## src/rtl/la_acq_if.sv

```systemverilog
// ============================================================================
// la_acq_if : stream bus of the acquisition gate (input sti_*, output sto_*)
// Revision  : 1.0
// ============================================================================
`default_nettype none

interface la_acq_if #(
    parameter int DW = 16
);
    logic [DW-1:0] sti_tdata;
    logic          sti_tvalid;
    logic          sti_tready;
    logic [DW-1:0] sto_tdata;
    logic          sto_tvalid;
    logic          sto_tlast;
    logic          sto_tready;

    // slave: the acquisition block; master: whatever feeds and drains it
    modport slave (
        input  sti_tdata, sti_tvalid,
        output sti_tready,
        output sto_tdata, sto_tvalid, sto_tlast,
        input  sto_tready
    );

    modport master (
        output sti_tdata, sti_tvalid,
        input  sti_tready,
        input  sto_tdata, sto_tvalid, sto_tlast,
        output sto_tready
    );
endinterface

`default_nettype wire

```

## src/rtl/la_acq.sv

```systemverilog
// ============================================================================
// la_acq : logic-analyser acquisition gate (pre-trigger, arm, post-trigger)
// Revision : 1.0
// ============================================================================
`default_nettype none

module la_acq #(
    parameter int DW = 16,
    parameter int CW = 32
) (
    input  wire logic          clk,
    input  wire logic          ctl_rst,
    input  wire logic          ctl_acq,
    input  wire logic          ctl_stp,
    input  wire logic [CW-1:0] cfg_pre,
    input  wire logic [CW-1:0] cfg_pst,
    input  wire logic          trg,
    la_acq_if.slave            st,
    output logic               sts_run,
    output logic               sts_arm,
    output logic               sts_don,
    output logic [CW-1:0]      sts_pre,
    output logic [CW-1:0]      sts_pst
);

    localparam logic [CW-1:0] c_one = CW'(1);

    typedef enum logic [1:0] {
        IDLE = 2'd0,
        PRE  = 2'd1,
        ARM  = 2'd2,
        PST  = 2'd3
    } state_t;

    state_t        r_state;
    logic [CW-1:0] r_pre;
    logic [CW-1:0] r_pst;
    logic          r_don;

    logic          w_active;
    logic          w_ready;
    logic          w_valid;
    logic          w_xfer;
    logic [DW-1:0] w_data;
    logic [CW-1:0] w_pre_inc;
    logic [CW-1:0] w_pst_inc;
    logic          w_fin_arm;
    logic          w_fin_pst;

    // Zero-latency pass-through while acquiring; IDLE swallows the input
    assign w_active      = (r_state != IDLE);
    assign w_ready       = w_active ? st.sto_tready : 1'b1;
    assign w_valid       = w_active & st.sti_tvalid;
    assign w_xfer        = st.sti_tvalid & w_ready;
    assign w_data        = st.sti_tdata;

    assign st.sti_tready = w_ready;
    assign st.sto_tvalid = w_valid;
    assign st.sto_tdata  = w_data;

    assign w_pre_inc = (&r_pre) ? r_pre : (r_pre + c_one);
    assign w_pst_inc = r_pst + c_one;

    // tlast follows the presented word so it is stable while stalled
    assign w_fin_arm    = (r_state == ARM) & trg & (cfg_pst == '0);
    assign w_fin_pst    = (r_state == PST) & (w_pst_inc == cfg_pst);
    assign st.sto_tlast = w_valid & (w_fin_arm | w_fin_pst);

    always_ff @(posedge clk) begin
        if (ctl_rst) begin
            r_state <= IDLE;
            r_pre   <= '0;
            r_pst   <= '0;
            r_don   <= 1'b0;
        end else begin
            r_don <= 1'b0;
            if (ctl_stp) begin
                r_state <= IDLE;
            end else begin
                case (r_state)
                    IDLE: begin
                        if (ctl_acq) begin
                            r_state <= PRE;
                            r_pre   <= '0;
                            r_pst   <= '0;
                        end
                    end
                    PRE: begin
                        if (w_xfer) begin
                            r_pre <= w_pre_inc;
                        end
                        if ((cfg_pre == '0) || (w_xfer && (w_pre_inc == cfg_pre))) begin
                            r_state <= ARM;
                        end
                    end
                    ARM: begin
                        if (w_xfer) begin
                            r_pre <= w_pre_inc;
                            if (trg) begin
                                if (cfg_pst == '0) begin
                                    r_state <= IDLE;
                                    r_don   <= 1'b1;
                                end else begin
                                    r_state <= PST;
                                end
                            end
                        end
                    end
                    PST: begin
                        if (w_xfer) begin
                            r_pst <= w_pst_inc;
                            if (w_pst_inc == cfg_pst) begin
                                r_state <= IDLE;
                                r_don   <= 1'b1;
                            end
                        end
                    end
                    default: r_state <= IDLE;
                endcase
            end
        end
    end

    assign sts_run = (r_state != IDLE);
    assign sts_arm = (r_state == ARM);
    assign sts_don = r_don;
    assign sts_pre = r_pre;
    assign sts_pst = r_pst;

endmodule

`default_nettype wire

```

## src/flat_wrapper.sv

```systemverilog
// flat-port wrapper written by rule: the top's interface ports become plain ports
module la_acq_flat 
#(
    parameter int DW = 16,
    parameter int CW = 32
)
  (clk, ctl_rst, ctl_acq, ctl_stp, cfg_pre, cfg_pst, trg, sts_run, sts_arm, sts_don, sts_pre, sts_pst, st_sti_tdata, st_sti_tvalid, st_sti_tready, st_sto_tdata, st_sto_tvalid, st_sto_tlast, st_sto_tready);
  la_acq_if #(.DW(DW)) st_i ();
  input  wire logic clk;
  input  wire logic ctl_rst;
  input  wire logic ctl_acq;
  input  wire logic ctl_stp;
  input  wire logic [CW-1:0] cfg_pre;
  input  wire logic [CW-1:0] cfg_pst;
  input  wire logic trg;
  output logic sts_run;
  output logic sts_arm;
  output logic sts_don;
  output logic [CW-1:0] sts_pre;
  output logic [CW-1:0] sts_pst;
  input wire logic [$bits(st_i.sti_tdata)-1:0] st_sti_tdata;
  input wire logic [$bits(st_i.sti_tvalid)-1:0] st_sti_tvalid;
  output wire logic [$bits(st_i.sti_tready)-1:0] st_sti_tready;
  output wire logic [$bits(st_i.sto_tdata)-1:0] st_sto_tdata;
  output wire logic [$bits(st_i.sto_tvalid)-1:0] st_sto_tvalid;
  output wire logic [$bits(st_i.sto_tlast)-1:0] st_sto_tlast;
  input wire logic [$bits(st_i.sto_tready)-1:0] st_sto_tready;
  assign st_i.sti_tdata = st_sti_tdata;
  assign st_i.sti_tvalid = st_sti_tvalid;
  assign st_sti_tready = st_i.sti_tready;
  assign st_sto_tdata = st_i.sto_tdata;
  assign st_sto_tvalid = st_i.sto_tvalid;
  assign st_sto_tlast = st_i.sto_tlast;
  assign st_i.sto_tready = st_sto_tready;
  la_acq #(.DW(DW), .CW(CW)) u_core (.clk(clk), .ctl_rst(ctl_rst), .ctl_acq(ctl_acq), .ctl_stp(ctl_stp), .cfg_pre(cfg_pre), .cfg_pst(cfg_pst), .trg(trg), .st(st_i), .sts_run(sts_run), .sts_arm(sts_arm), .sts_don(sts_don), .sts_pre(sts_pre), .sts_pst(sts_pst));
endmodule
```

## config.mk

```make
export PLATFORM = sky130hd
export DESIGN_NAME = la_acq_flat
export DESIGN_NICKNAME = d
export VERILOG_FILES = /design/src/rtl/la_acq_if.sv /design/src/rtl/la_acq.sv /design/src/flat_wrapper.sv
export SDC_FILE = /design/constraint.sdc
export NUM_CORES = 1
export LEC_CHECK = 0
export BUFFER_PORTS_ARGS = -buffer_cell sky130_fd_sc_hd__buf_2
export CAP_MARGIN = 15
export CORE_ASPECT_RATIO = 1.25
export CORE_MARGIN = 2
export CORE_UTILIZATION = 35
export DETAILED_ROUTE_END_ITERATION = 8
export SLEW_MARGIN = 30
export SYNTH_ARGS = -nofsm -noshare
export SYNTH_HDL_FRONTEND = slang
export SYNTH_SLANG_ARGS = --single-unit
export TNS_END_PERCENT = 10
```

## constraint.sdc

```tcl
create_clock -name clk -period 4.3 [get_ports clk]
set_input_delay 0.43 -clock clk [delete_from_list [all_inputs] [get_ports clk]]
set_output_delay 0.43 -clock clk [all_outputs]
set_load 0.03 [all_outputs]
```

======== After elaboration in Yosys (flattened, before gate mapping) ========
Index checks and enable logic that the tools add are counted.
cells by class
  $add $sub $neg .......................... 2
  eq/ne operators ......................... 12
  multiplexer cells ....................... 21
  bitwise logic cells ..................... 8
  reduce and logical (&&, ||, !) cells .... 14
operators by type and width
  cell                                                  number
  two-way mux 32 bit                                    4
  one-hot mux 32 bit (2 select lines)                   2
  adder 32 x 1 -> 32 bit (second input constant)        2
  equality test 32 bit                                  2
  logical NOT 32 bit                                    2
  AND reduction 32 bit                                  1
  two-way mux 2 bit                                     7
  != test 2 x 1 -> 1 bit (second input constant)        4
  one-hot mux 2 bit (4 select lines)                    1
  AND reduction 4 bit                                   2
  AND 1 bit                                             6
  two-way mux 1 bit                                     6
  != test 2 bit (second input constant)                 3
  AND reduction 6 bit                                   1
  nonzero test 2 bit                                    3
  equality test 2 bit (second input constant)           2
  OR reduction 2 bit                                    2
  equality test 2 x 1 -> 1 bit (second input constant)  1
  logical NOT 2 bit                                     1
  one-hot mux 1 bit (2 select lines)                    1
  logical AND 1 bit                                     1
  logical OR 1 bit                                      1
  inverter 1 bit                                        1
  OR 1 bit                                              1
word-level totals
  register bits after elaboration ......... 67
  bits of input ports ..................... 87
  output and inout port bits .............. 86
  word-level logic and storage cells ...... 61

======== Longest topological paths before layout ========
  depth in word-level cells ............... 7
  mapped depth ............................ 12
  depth with buffers taken out ............ 11

======== Least setup slack after synthesis ========
No wires, ideal clock.
  path type ............................... register to output
  from .................................... reg u_core.r_pst[0] (netlist: u_core.sts_pst[0])
  to ...................................... out st_sto_tlast
  arrival time ............................ 3.283 ns
  required time ........................... 3.870 ns
  slack ................................... 0.587 ns
  cell stages (with the launch flop) ...... 10
  path buffers ............................ 1
  cells stage by stage .................... dfxtp_1 -> ha_1 -> nand3_1 -> or3_1 -> clkbuf_1 -> or4_1 -> a22o_1 -> nor4_1 -> nand3_1 -> a21boi_0
on the way
  longest elaborated chain between the ends .. 5
RTL lines
  element                 RTL line            RTL
  start, declared         la_acq.sv:37        logic [CW-1:0] r_pst;
  start signal, assigned  la_acq.sv:111       r_pst <= w_pst_inc;
  adder 32 x 1 -> 32 bit  la_acq.sv:62        assign w_pst_inc = r_pst + c_one;
  equality test 32 bit    la_acq.sv:66        assign w_fin_pst = (r_state == PST) & (w_pst_inc == cfg_pst);
  AND 1 bit               la_acq.sv:66
  OR 1 bit                la_acq.sv:67        assign st.sto_tlast = w_valid & (w_fin_arm | w_fin_pst);
  AND 1 bit               la_acq.sv:67
  end, declared           flat_wrapper.sv:26  output wire logic [$bits(st_i.sto_tlast)-1:0] st_sto_tlast;
No other way between the ends.

======== Final worst setup path ========
  from .................................... reg u_core.r_pst[3] (netlist: u_core.sts_pst[3])
  to ...................................... out st_sto_tlast
Same word-level chain as after synthesis.

==> out/results.txt <==
Result of the run = completed
Ant diodes = 0
DP HPWL = 18300 um
CTS root buf = clkbuf_16
H-tree levels = 3
Row count = 54
Max-cap violations = 0
Largest net degree at the start of global routing = 36
Starting Density = 35.7%
Routability cong. = 1.01
Number of flops mapped to enable cells by yosys = 0
Max-slew violations = 0
DIE AREA = 0.0189 mm^2
PD cells = 225 mW/mm^2
Cell mode on critical path = nand4_1
Arr. time, crit path = 3.59 ns
Iteration-0 DRC Markers = 469
Unique cell type count in the Yosys netlist = 68
Commonest non-fill, non-tap cell in the layout = buf_2
Global route total overflow = 0
Worst Slack Setup Final = 0.279 ns
Ports = 173
Buffers on Ports = 140
Initial antenna violation count = 0
Core Util, Final = 42.0%
Cells after Synth = 900
WL per Instance = 19.6 um
CP Class = flip-flop to primary output
Slew @ Worst Pin = 0.947 ns
Max Clock Freq = 249 MHz
Global-route wire length before repair = 36600 um
CP required = 3.87 ns
Slew margin rel. = 36.7%
CP Buf/Inv Count = 1
Routed WL = 24000 um
CTS tree = done
Pleak = 2.69 nW
Clock sink count = 67
Crit path max fanout = 10
DR DRC count = 0
Final count of hold timing violations = 0
Crit share post-route = 93.5%
Synth top area share = 21.5%
Die Y = 153 um
Cts bufs inserted = 9
Slowest stage delay, CP = 0.62 ns
Global Route Usage Sum = 25.1%
Dpl ws = 0.591 ns
CP top delay family = simple AND/OR/NAND/NOR gates
Final #Nets = 1089
Area growth from synthesis to layout = 17.6%
Synth area leaders = dfxtp_1 22%, xnor2_1 7.3%, nand2_1 6.5%, a21oi_1 6.4%, nor2_1 4.7%
Vias/cell = 5.86
Crit path cell chain = nand4_1 -> or3_1 -> nor2_1 -> nand4_1 -> a211o_1 -> nor4_1 -> nand3_1 -> a21boi_0 -> buf_2
Async set or reset register ratio after synthesis = 0%
Crit path capture type = primary output
Yosys warnings = 0
Core Area = 0.0174 mm^2
Mapped Area = 0.00623 mm^2
Worst Hold Class = flip-flop to flip-flop
DIE WIDTH = 123 um
Synthesized area per cell = 6.92 um^2
Layout cells sized above 1 = 19.7%
Vias in the first global route = 6742
Post-synthesis sequential area ratio = 21.5%
# setup viols final = 0
WHS = 0.490 ns
RSZ-0062 raised after global routing = no
FF+latch count, synth = 67
Setup TNS = 0 ns
Worst skew pair latency = 0.35 ns
Fin Clk Skew = 0.0104 ns
Setup Buffers After CTS = 0
Min Clock Period, post-route = 4.02 ns
Final ANT Viol Nets = 0
Post-synth top area cell = dfxtp_1
Via count = 7166
CTS max path bufs = 2
Ys flop type = dfxtp_1
Synth Net Count = 993
DR pass1 iterations = 7
CP max-delay cell = or3_1
VDD IR max = 0.184 mV
Clock transition at path regs = 0.06 ns
Most frequent cells in the layout = 140 x buf_2, 107 x nand2_1, 80 x a21oi_1
CP Launch Type = flip-flop
[cell families after synthesis]
family                   count (synthesis)  synth area share (%)
AO/OA/AOI/OAI                          204                  21.2
XOR/XNOR                                77                  10.8
adder cells (fa/ha/maj)                  7                  1.37
buffers and inverters                   94                  6.83
flip-flops                              67                  21.5
multiplexers                             8                  1.29
AND/OR/NAND/NOR                        443                  37.0
[layout make-up]
class                   instances  area (um^2)
well taps                     224          280
clock buffers                  11          243
fillers                      1896        10100
multi-input cells             739         4490
clock inverters                 3         40.0
inverters                      19         71.3
repair buffers                160          858
flip-flops and latches         67         1340
[power by group]
group / total (mW) / internal [mW] / switching (mW)
clock network: 0.761 / 0.457 / 0.303
registers: 0.624 / 0.622 / 0.00214
logic: 0.262 / 0.0950 / 0.167
total: 1.65 / 1.17 / 0.472
[tightest hold or removal path, stage by stage (launching register included)]
cell     delay (ns)
dfxtp_1        0.33
nand2_1        0.06
a21oi_1        0.05
[sequential cells by signal, summed over array words and instances (netlist names)]
register        flops
u_core.sts_pre     32
u_core.sts_pst     32
u_core.r_state      2
u_core.sts_don      1
[per-stage QoR]
stage / area [um^2] / cells / total power [mW]
6_report: 7320 / 1223 / 1.65
5_1_grt: 7320 / 1223 / 1.71
4_1_cts: 7290 / 1222 / 1.66
3_5_place_dp: 7010 / 1208 / 0.893
3_3_place_gp: 7010 / 1208 / 0.894
2_1_floorplan: 6230 / 900 / 0.809
[worst paths after layout]
path | startpoint | endpoint | slack [ns] | depth (start not counted)
max | u_core.sts_pst[3]$_SDFFE_PP0P_ | st_sto_tlast | 0.28 | 9
min | u_core.sts_pst[22]$_SDFFE_PP0P_ | u_core.sts_pst[22]$_SDFFE_PP0P_ | 0.49 | 2
max reg2reg | u_core.sts_pre[1]$_SDFFE_PP0P_ | u_core.r_state[0]$_SDFFE_PP0P_ | 0.56 | 10
min reg2reg | u_core.sts_pst[22]$_SDFFE_PP0P_ | u_core.sts_pst[22]$_SDFFE_PP0P_ | 0.49 | 2
[timing repair]
action | 4_1_cts | 5_1_grt
hold buffers | 0 | 0
resized for setup | 0 | 2
endpoints found under the setup margin | 0 | 1
[per-layer routing]
metal / share of wire (%) / up-vias / routed length, um / track usage (%)
met3: 6.6 / 49 / 1590 / 4.63
li1: - / 3478 / - / -
met1: 41 / 3337 / 9790 / 30.2
met5: 0 / - / 0 / 0
met4: 3.0 / 0 / 710 / 8.82
met2: 50 / 302 / 11900 / 43.7
[cells in the mapped netlist, types with 4 or more instances]
cell type and number:
or3_1 17, and4_1 10, nor2b_1 6, o31ai_1 4, nand3_1 35, nor2_1 78
or2_2 6, a22oi_1 10, mux2i_1 8, nand4_1 34, a31oi_1 5, o21ai_0 44
buf_4 16, clkbuf_1 48, and3_1 19, a211o_1 5, nor3_1 50, a311oi_1 5
dfxtp_1 67, nand2b_1 5, inv_1 18, buf_2 10, nor4_1 34, nand3b_1 5
a2111oi_0 5, a21oi_1 80, o211ai_1 5, nor3b_1 4, nand2_1 107, or4_1 9
xor2_1 25, and2_1 12, o21a_1 4, ha_1 6, xnor2_1 52
No activity file was read; power rests on OpenSTA's default activity.
